===== src/rtl/multdiv_pkg.sv =====
// Shared types and constants for the multdiv sequential multiply/divide unit.
package multdiv_pkg;

  typedef enum logic [1:0] {
    IDLE = 2'd0,
    MULT = 2'd1,
    DIV  = 2'd2,
    DONE = 2'd3
  } state_e;

  localparam int unsigned     STEPS     = 32;
  localparam int unsigned     CNT_W     = 6;
  localparam logic [CNT_W-1:0] LAST_STEP = CNT_W'(STEPS - 1);
  localparam logic [31:0]     INT_MIN   = 32'h8000_0000;

  // Two's-complement magnitude; INT_MIN maps to 2^31 read as unsigned.
  function automatic logic [31:0] mag32(input logic [31:0] v);
    return v[31] ? (32'd0 - v) : v;
  endfunction

endpackage


===== src/rtl/multdiv_counter.sv =====
// Iteration counter for multdiv: synchronous clear, count enable, and a flag
// that is high while the count sits at the last step index.
module multdiv_counter
  import multdiv_pkg::*;
(
  input  logic clock,
  input  logic reset_n,
  input  logic clr,
  input  logic en,
  output logic at_31
);

  logic [CNT_W-1:0] cnt_q, cnt_d;

  // Next count: clear wins over enable.
  always_comb begin
    cnt_d = cnt_q;
    if (clr)     cnt_d = '0;
    else if (en) cnt_d = cnt_q + 1'b1;
  end

  // Count register.
  always_ff @(posedge clock or negedge reset_n) begin
    if (!reset_n) cnt_q <= '0;
    else          cnt_q <= cnt_d;
  end

  assign at_31 = (cnt_q == LAST_STEP);

endmodule


===== src/rtl/multdiv.sv =====
// Sequential signed 32-bit multiplier / divider (shift-add and restoring
// shift-subtract on magnitudes, one step per cycle, 33-edge latency).
// Build option: MULTDIV_DIV0_FAST_EN completes divide-by-zero one edge after
// the start edge instead of running the full iteration.
module multdiv
  import multdiv_pkg::*;
#(
  parameter int WIDTH = 32
) (
  input  logic             clock,
  input  logic             reset_n,
  input  logic [WIDTH-1:0] data_operandA,
  input  logic [WIDTH-1:0] data_operandB,
  input  logic             ctrl_MULT,
  input  logic             ctrl_DIV,
  output logic [WIDTH-1:0] data_result,
  output logic             data_exception,
  output logic             data_resultRDY
);

  state_e      state_q, state_d;
  logic        prep_q, prep_d;
  logic [31:0] op_a_q, op_a_d;
  logic [31:0] op_b_q, op_b_d;
  logic [63:0] acc_q, acc_d;
  logic [31:0] mag_q, mag_d;
  logic        neg_q, neg_d;
  logic [31:0] result_q, result_d;
  logic        exc_q, exc_d;

  logic        cnt_clr, cnt_en, at_31;

  logic [32:0] mul_sum;
  logic [63:0] mul_step;
  logic        div_ge;
  logic [31:0] div_diff;
  logic [63:0] div_step;
  logic [63:0] mul_final;
  logic [31:0] div_quo;
  logic [31:0] fin_result;
  logic        fin_exc;

  multdiv_counter u_counter (
    .clock   (clock),
    .reset_n (reset_n),
    .clr     (cnt_clr),
    .en      (cnt_en),
    .at_31   (at_31)
  );

  // One iteration of each algorithm, plus the signed result it would finish with.
  // acc holds {hi, multiplier} for multiply and {remainder, quotient} for divide.
  always_comb begin
    mul_sum  = {1'b0, acc_q[63:32]} + (acc_q[0] ? {1'b0, mag_q} : 33'd0);
    mul_step = {mul_sum, acc_q[31:1]};

    div_ge   = (acc_q[63:31] >= {1'b0, mag_q});
    div_diff = acc_q[62:31] - mag_q;
    div_step = div_ge ? {div_diff, acc_q[30:0], 1'b1} : {acc_q[62:0], 1'b0};

    mul_final = neg_q ? (64'd0 - mul_step) : mul_step;
    div_quo   = div_step[31:0];

    if (state_q == MULT) begin
      fin_result = mul_final[31:0];
      fin_exc    = !((&mul_final[63:31]) || !(|mul_final[63:31]));
    end else if (mag_q == '0) begin
      fin_result = '0;
      fin_exc    = 1'b1;
    end else begin
      fin_result = neg_q ? (32'd0 - div_quo) : div_quo;
      // Only INT_MIN / -1 yields a positive quotient of 2^31.
      fin_exc    = !neg_q && div_quo[31];
    end
  end

  // Next-state and datapath control; a start overrides whatever is running.
  always_comb begin
    state_d  = state_q;
    prep_d   = 1'b0;
    op_a_d   = op_a_q;
    op_b_d   = op_b_q;
    acc_d    = acc_q;
    mag_d    = mag_q;
    neg_d    = neg_q;
    result_d = result_q;
    exc_d    = exc_q;
    cnt_clr  = 1'b0;
    cnt_en   = 1'b0;

    case (state_q)
      IDLE: state_d = IDLE;
      MULT, DIV: begin
        if (prep_q) begin
          // First cycle after the start: reduce the latched operands to magnitudes.
          neg_d = op_a_q[31] ^ op_b_q[31];
          if (state_q == MULT) begin
            acc_d = {32'd0, mag32(op_b_q)};
            mag_d = mag32(op_a_q);
          end else begin
            acc_d = {32'd0, mag32(op_a_q)};
            mag_d = mag32(op_b_q);
`ifdef MULTDIV_DIV0_FAST_EN
            if (op_b_q == '0) begin
              state_d  = DONE;
              result_d = '0;
              exc_d    = 1'b1;
            end
`endif
          end
        end else begin
          cnt_en = 1'b1;
          acc_d  = (state_q == MULT) ? mul_step : div_step;
          if (at_31) begin
            state_d  = DONE;
            result_d = fin_result;
            exc_d    = fin_exc;
          end
        end
      end
      DONE:    state_d = IDLE;
      default: state_d = IDLE;
    endcase

    if (ctrl_MULT || ctrl_DIV) begin
      state_d = ctrl_MULT ? MULT : DIV;
      prep_d  = 1'b1;
      op_a_d  = data_operandA;
      op_b_d  = data_operandB;
      cnt_clr = 1'b1;
    end
  end

  // State and datapath registers.
  always_ff @(posedge clock or negedge reset_n) begin
    if (!reset_n) begin
      state_q  <= IDLE;
      prep_q   <= 1'b0;
      op_a_q   <= '0;
      op_b_q   <= '0;
      acc_q    <= '0;
      mag_q    <= '0;
      neg_q    <= 1'b0;
      result_q <= '0;
      exc_q    <= 1'b0;
    end else begin
      state_q  <= state_d;
      prep_q   <= prep_d;
      op_a_q   <= op_a_d;
      op_b_q   <= op_b_d;
      acc_q    <= acc_d;
      mag_q    <= mag_d;
      neg_q    <= neg_d;
      result_q <= result_d;
      exc_q    <= exc_d;
    end
  end

  assign data_result    = result_q;
  assign data_exception = exc_q;
  assign data_resultRDY = (state_q == DONE);

endmodule


===== config.mk =====
export PLATFORM = sky130hd
export DESIGN_NAME = multdiv
export DESIGN_NICKNAME = d
export VERILOG_FILES = /design/src/rtl/multdiv_pkg.sv /design/src/rtl/multdiv_counter.sv /design/src/rtl/multdiv.sv
export SDC_FILE = /design/constraint.sdc
export NUM_CORES = 1
export LEC_CHECK = 0
export BUFFER_PORTS_ARGS = -buffer_cell sky130_fd_sc_hd__buf_2
export CAP_MARGIN = 20
export CORE_MARGIN = 2
export CORE_UTILIZATION = 48
export CTS_CLUSTER_DIAMETER = 200
export DETAILED_ROUTE_END_ITERATION = 16
export PLACE_DENSITY_LB_ADDON = 0.25
export SKIP_CTS_REPAIR_TIMING = 1
export SLEW_MARGIN = 15
export SYNTH_ARGS = -nofsm -noshare
export SYNTH_HDL_FRONTEND = slang
export SYNTH_SLANG_ARGS = --single-unit

===== constraint.sdc =====
create_clock -name clock -period 14.5 [get_ports clock]
set_input_delay 2.175 -clock clock [delete_from_list [all_inputs] [get_ports clock]]
set_output_delay 2.175 -clock clock [all_outputs]
set_load 0.1 [all_outputs]

==> results of run 1 <==
[synthesized netlist by cell type, drive strengths merged, types with 21 or more instances]
cell    count  area, um2
ha         71        888
a21oi     138        691
or3        36        225
nand4      28        175
o31ai      42        329
o211ai     23        173
o21ai     161        806
nor4       36        246
nor2      193        741
o21a       22        165
nor3       62        315
mux2       74        833
mux2i      21        210
xor2       71        622
a211oi     58        440
a21o       25        188
inv        91        342
nand3      32        160
clkbuf    119        448
xnor2     110        963
nand2     205        772
buf        24        115
dfrtp     203       5080
[layer usage]
metal  vias up  share of wire
li1       7878              -
met1      7974           0.45
met2       662           0.45
met3       121          0.071
met4         4          0.031
met5         -        0.00044
[worst max-delay path by stage]
stage	start	endpoint	slack (ps)	cells after the start
2_1_floorplan	acc_q[32]$_DFFE_PN0N_	data_result[28]$_DFFE_PN0P_	9760	21
3_3_place_gp	acc_q[0]$_DFFE_PN0N_	data_exception$_DFFE_PN0P_	8530	17
4_1_cts	acc_q[0]$_DFFE_PN0N_	data_exception$_DFFE_PN0P_	8500	16
3_5_place_dp	acc_q[0]$_DFFE_PN0N_	data_exception$_DFFE_PN0P_	8510	16
5_1_grt	acc_q[0]$_DFFE_PN0N_	data_exception$_DFFE_PN0P_	7990	16
6_report	acc_q[0]$_DFFE_PN0N_	data_exception$_DFFE_PN0P_	8440	16
[critical path, stage by stage, from the launching register on]
cell and delay (ps):
dfrtp_1 520, clkinv_1 110, buf_4 390, nor2_1 170, fa_1 470, a211oi_1 470
o21ai_0 220, a21oi_1 300, o31a_1 220, xor2_1 480, nand4_1 680, nor4_1 730
mux2_2 400, o32ai_1 230, nand4_1 170, nor4b_2 260, o21ai_1 90
[flip-flops by register name, indices dropped and copies added (netlist names)]
register and count:
state_q 2, op_a_q 32, mag_q 32, op_b_q 32, neg_q 1, data_exception 1
data_result 32, u_counter.cnt_q 6, acc_q 64, prep_q 1
[cells by family (layout without fill, tap and decap cells)]
| logic type | Yosys count | count (layout) | share of synthesized area |
|---|---|---|---|
| simple gates | 708 | 708 | 0.200 |
| compound gates | 641 | 641 | 0.244 |
| xor+xnor | 181 | 181 | 0.0911 |
| flops | 203 | 203 | 0.292 |
| buf+inv | 235 | 260 | 0.0522 |
| mux | 101 | 101 | 0.0677 |
| fa+ha+maj | 73 | 73 | 0.0533 |
[cell type report]
| cell class | instances | area share |
|---|---|---|
| clock buffers | 31 | 0.0358 |
| clock inverters | 14 | 0.00812 |
| inverters | 92 | 0.0182 |
| multi-input cells | 1704 | 0.604 |
| flip-flops and latches | 203 | 0.268 |
| well taps | 461 | 0.0304 |
| repair buffers | 123 | 0.0358 |
[power groups by stage]
stage               clock, mW  sequential (mW)  combinational [mW]
finish                  0.638            0.805                1.61
global route            0.668            0.815                1.76
CTS                     0.646            0.798                1.58
detailed placement          0            0.808                1.58
global placement            0            0.805                1.56
floorplan                   0            0.729                1.22
[stage by stage]
| step | std cells | hold slack [ps] | setup WS, ps | utilization | instance area, um2 |
|---|---|---|---|---|---|
| global route | 2628 | 487 | 7990 | 0.532 | 19000 |
| detailed placement | 2583 | 465 | 8510 | 0.508 | 18100 |
| floorplan | 2142 | 472 | 9760 | - | 17400 |
| CTS | 2628 | 479 | 8500 | 0.532 | 19000 |
| global placement | 2583 | 460 | 8530 | 0.508 | 18100 |
| finish | 2628 | 472 | 8440 | 0.532 | 19000 |
==> impl_metrics.toml, run 1 <==
[status]
status = "finished, final reports clean"

[grt]
grt_pass1_wl_um = 89000
met3_usage = 0.0406
overflow = 0
grt_pass1_vias = 15600
antenna_found_initial = 3
grt.total_usage = 0.294
grt_start_max_net_pins = 73
grt_busiest_layer = "met2"
grt_use_met1 = 0.412
use_met2 = 0.471

[cts]
cts_num_sinks = 203
cts_root_buffer = "clkbuf_16"
clk_pin_slew_ps = 70
clockBufferDepth = 3
cts_max_level = 1
cts_tree = "yes"
clk_latency_ps = 560
cts_made_buffers = 25

[sta]
finalCriticalPeriod_ps = 6060
hold_viol = 0
max_freq_ghz = 0.165
setup_viol = 0
tns_ps = 0
maxSlewViolCount = 0
max-slew-margin-rel = 0.308
rsz0062_at_grt = "no"
worst_slew_pin_slew_ps = 1030
fin_crit_sh = 0.418
skew_ps = 16.2

[worst_setup_path]
rrSetupSlack_ps = 8440
path_max_fanout = 34
worstPathRequired_ps = 14930
regToRegStartpoint = "acc_q[0]$_DFFE_PN0N_"
worstPathArrival_ps = 6500
critPathKind = "reg -> reg"
r2r_end = "data_exception$_DFFE_PN0P_"
start_kind = "flop"
cp-end-kind = "flop"
reg2reg_depth = 16

[power]
clkPwrFrac = 0.209
ir_drop_uv = 94.3
swShare = 0.469
switchingPower_mw = 1.43
p_leak_nw = 8.17
pwr-share-seq = 0.263
power.internal_mw = 1.62
power_mw = 3.06
p_comb_frac = 0.528
p_per_area_nw_per_um2 = 161

[floorplan]
core_area_um2 = 35700
dieHeight_um = 194
die_w_um = 194
ios = 102
die_area_um2 = 37800
num_rows = 69
start_util = 0.488

[layout]
final_cell_mix = "nand2_1 (204), dfrtp_1 (201), nor2_1 (191)"
nets = 2290
multiInputGateArea_um2 = 11400
syn2layout_area_growth_pct = 8.93
n_fill_cell = 3382
regArea_um2 = 5080
drive_gt1_frac = 0.133
final_common_cell = "nand2_1"
diodes = 0

[min_path]
hold_path.class = "reg -> reg"
min_path_cells = 2
min_to = "data_result[14]$_DFFE_PN0P_"
min_from = "data_result[14]$_DFFE_PN0P_"

[route]
drt_iter0_drc = 1465
wirelength_um = 56400
antenna_left = 0
viasPerCell = 6.33
drcViolationCount = 0
avgRoutedWirePerCell_um = 21.5
firstDrtPassIters = 9
vias = 16600

[synthesis]
synth_fp_nets = 2283
netlist_area_um2 = 17400
synth_cells = 2142
syn_avg_cell_area_um2 = 8.12
synth_edf_count = 0
synth.distinct_cells = 90
ys.flop_type = "dfrtp_1"
ys_seq_area_frac = 0.292
synth_warnings = 0
synth-async-reset-ratio = 1.00
ys_ff_latch = 203

[place]
place_congestion = 0.971
place_hpwl_um = 43500
portBuffers = 101

[run]
maxCapViolations = 0
(Power assumes the default switching activity.)
==> run 2: changes to the inputs <==
- clock period: 14.5 -> 4.9 ns (I/O delays scaled with it)
==> impl_metrics.toml, run 2 (synthesis gave the netlist of run 1 again) <==
[status]
violations = "design-rule violations"
status = "complete, but fails checks"

[worst_setup_path]
crit_cells = 12
critPathBufInv = 0
crit_path_top_delay_cell = "or4_4"
crit_chain = "or4_4 -> or4_4 -> or3_1 -> or4_4 -> nor3_2 -> a31oi_1 -> o32ai_1 -> nand4_1 -> nor4b_2 -> nand4_1 -> o311ai_1 -> o21ai_1"
start_kind = "flop"
path_max_fanout = 8
critPathMaxStageDelay_ps = 640
startpoint = "acc_q[25]$_DFFE_PN0N_"
worstPathArrival_ps = 5230
cp-end-kind = "flop"
crit_path_end = "data_exception$_DFFE_PN0P_"
r2r_end = "data_exception$_DFFE_PN0P_"
cp_common_cell = "or4_4"
crit_family = "simple AND/OR/NAND/NOR gates"
rrSetupSlack_ps = 120
reg2reg_depth = 12
critPathKind = "reg -> reg"
worstPathRequired_ps = 5350
regToRegStartpoint = "acc_q[25]$_DFFE_PN0N_"

[place]
placed_area_um2 = 18700
place_congestion = 0.980
portBuffers = 101
place_hpwl_um = 45200

[cts]
cts_made_buffers = 25
cts_num_sinks = 203
cts_tree = "yes"
clockBufferDepth = 3
clk_latency_ps = 580
clk_pin_slew_ps = 60
cts_max_level = 1
cts_root_buffer = "clkbuf_16"

[sta]
maxSlewViolCount = 0
hold_viol = 0
max-slew-margin-rel = 0.374
whs_ps = 192
tns_ps = 0
skew_ps = 47.8
fin_crit_sh = 0.976
setup_viol = 0
max_freq_ghz = 0.209
finalCriticalPeriod_ps = 4780
rsz0062_at_grt = "no"
worst_slew_pin_slew_ps = 939

[route]
drcViolationCount = 1
wirelength_um = 58800
met3_length_um = 3990
antenna_left = 0
avgRoutedWirePerCell_um = 21.7
vias = 17100
wl_met1_um = 26700
drt_iter0_drc = 1611
firstDrtPassIters = 14
route.top_layer_used = "met5"
dr_wl_met2_um = 26100
viasPerCell = 6.33

[grt]
overflow = 0
grt.total_usage = 0.306
grt_pass1_wl_um = 92700
grt_pass1_vias = 16300
antenna_found_initial = 2
grt_start_max_net_pins = 92

[floorplan]
start_util = 0.488
core_area_um2 = 35700
die_area_um2 = 37800
ios = 102
dieHeight_um = 194
num_rows = 69
die_w_um = 194

[power]
ir_drop_uv = 287
p_per_area_nw_per_um2 = 483
p_leak_nw = 8.58

[layout]
final_area_um2 = 19600
regMostFlops = "acc_q"
final_common_cell = "nand2_1"
nets = 2368
drive_gt1_frac = 0.167
final_cell_mix = "nand2_1 (204), dfrtp_1 (201), nor2_1 (191)"
diodes = 0
syn2layout_area_growth_pct = 12.7
largest_register_ffs = 64

[run]
maxCapViolations = 0

[min_path]
hold_path.class = "in -> async"
## run 2: cell types whose count changed in the layout (fill, tap and decap cells not counted), sizes merged
| cell | delta |
|---|---|
| clkinvlp | -2 |
| buf | +78 |
| clkinv | -3 |
| clkbuf | +2 |
| inv | +2 |
## run 2: where the power goes
group | total (mW) | switching (mW) | internal (mW) | leakage [nW]
Sequential | 2.36 | 0.424 | 1.94 | 2.53
Clock | 1.94 | 0.784 | 1.15 | 0.427
Combinational | 5.18 | 3.15 | 2.03 | 5.62
## run 2: worst reg2reg max path: cells and delay by family, from the launching register on
family	cells	cell delay, ps
DFF	1	490
and+or+nand+nor	8	3470
AOI/OAI and AO/OA	4	710
## run 2: final cells by class
cell class,instances,area (um2)
clock inverter,11,134
multi-input combinational,1704,11500
timing repair buffer,201,1260
fill,3361,16000
inverter,92,345
clock buffer,33,726
sequential,203,5080
tap,461,577
## run 2: how the worst min path moves through the flow
stage / to / slack [ps] / cells after the start
2_1_floorplan: acc_q[0]$_DFFE_PN0N_ / 440 / 0
3_3_place_gp: data_result[24]$_DFFE_PN0P_ / 460 / 2
3_5_place_dp: data_result[22]$_DFFE_PN0P_ / 470 / 2
4_1_cts: op_a_q[22]$_DFFE_PN0N_ / 240 / 1
5_1_grt: op_a_q[26]$_DFFE_PN0N_ / 260 / 1
6_report: op_a_q[26]$_DFFE_PN0N_ / 190 / 1
## run 2: through the flow
stage	util	total power [mW]	std cells	worst slack, ps
after floorplan	-	5.76	2142	163
after global placement	0.525	7.33	2661	80.9
after detailed placement	0.525	7.40	2661	112
after CTS	0.549	9.36	2705	138
after global routing	0.550	10.0	2705	38.1
final	0.550	9.48	2705	119
## run 2: routing by layer
metal / up-vias / track usage
met3: 135 / 0.0390
met2: 693 / 0.485
met4: 4 / 0.105
met5: - / 0
li1: 8010 / -
met1: 8274 / 0.432
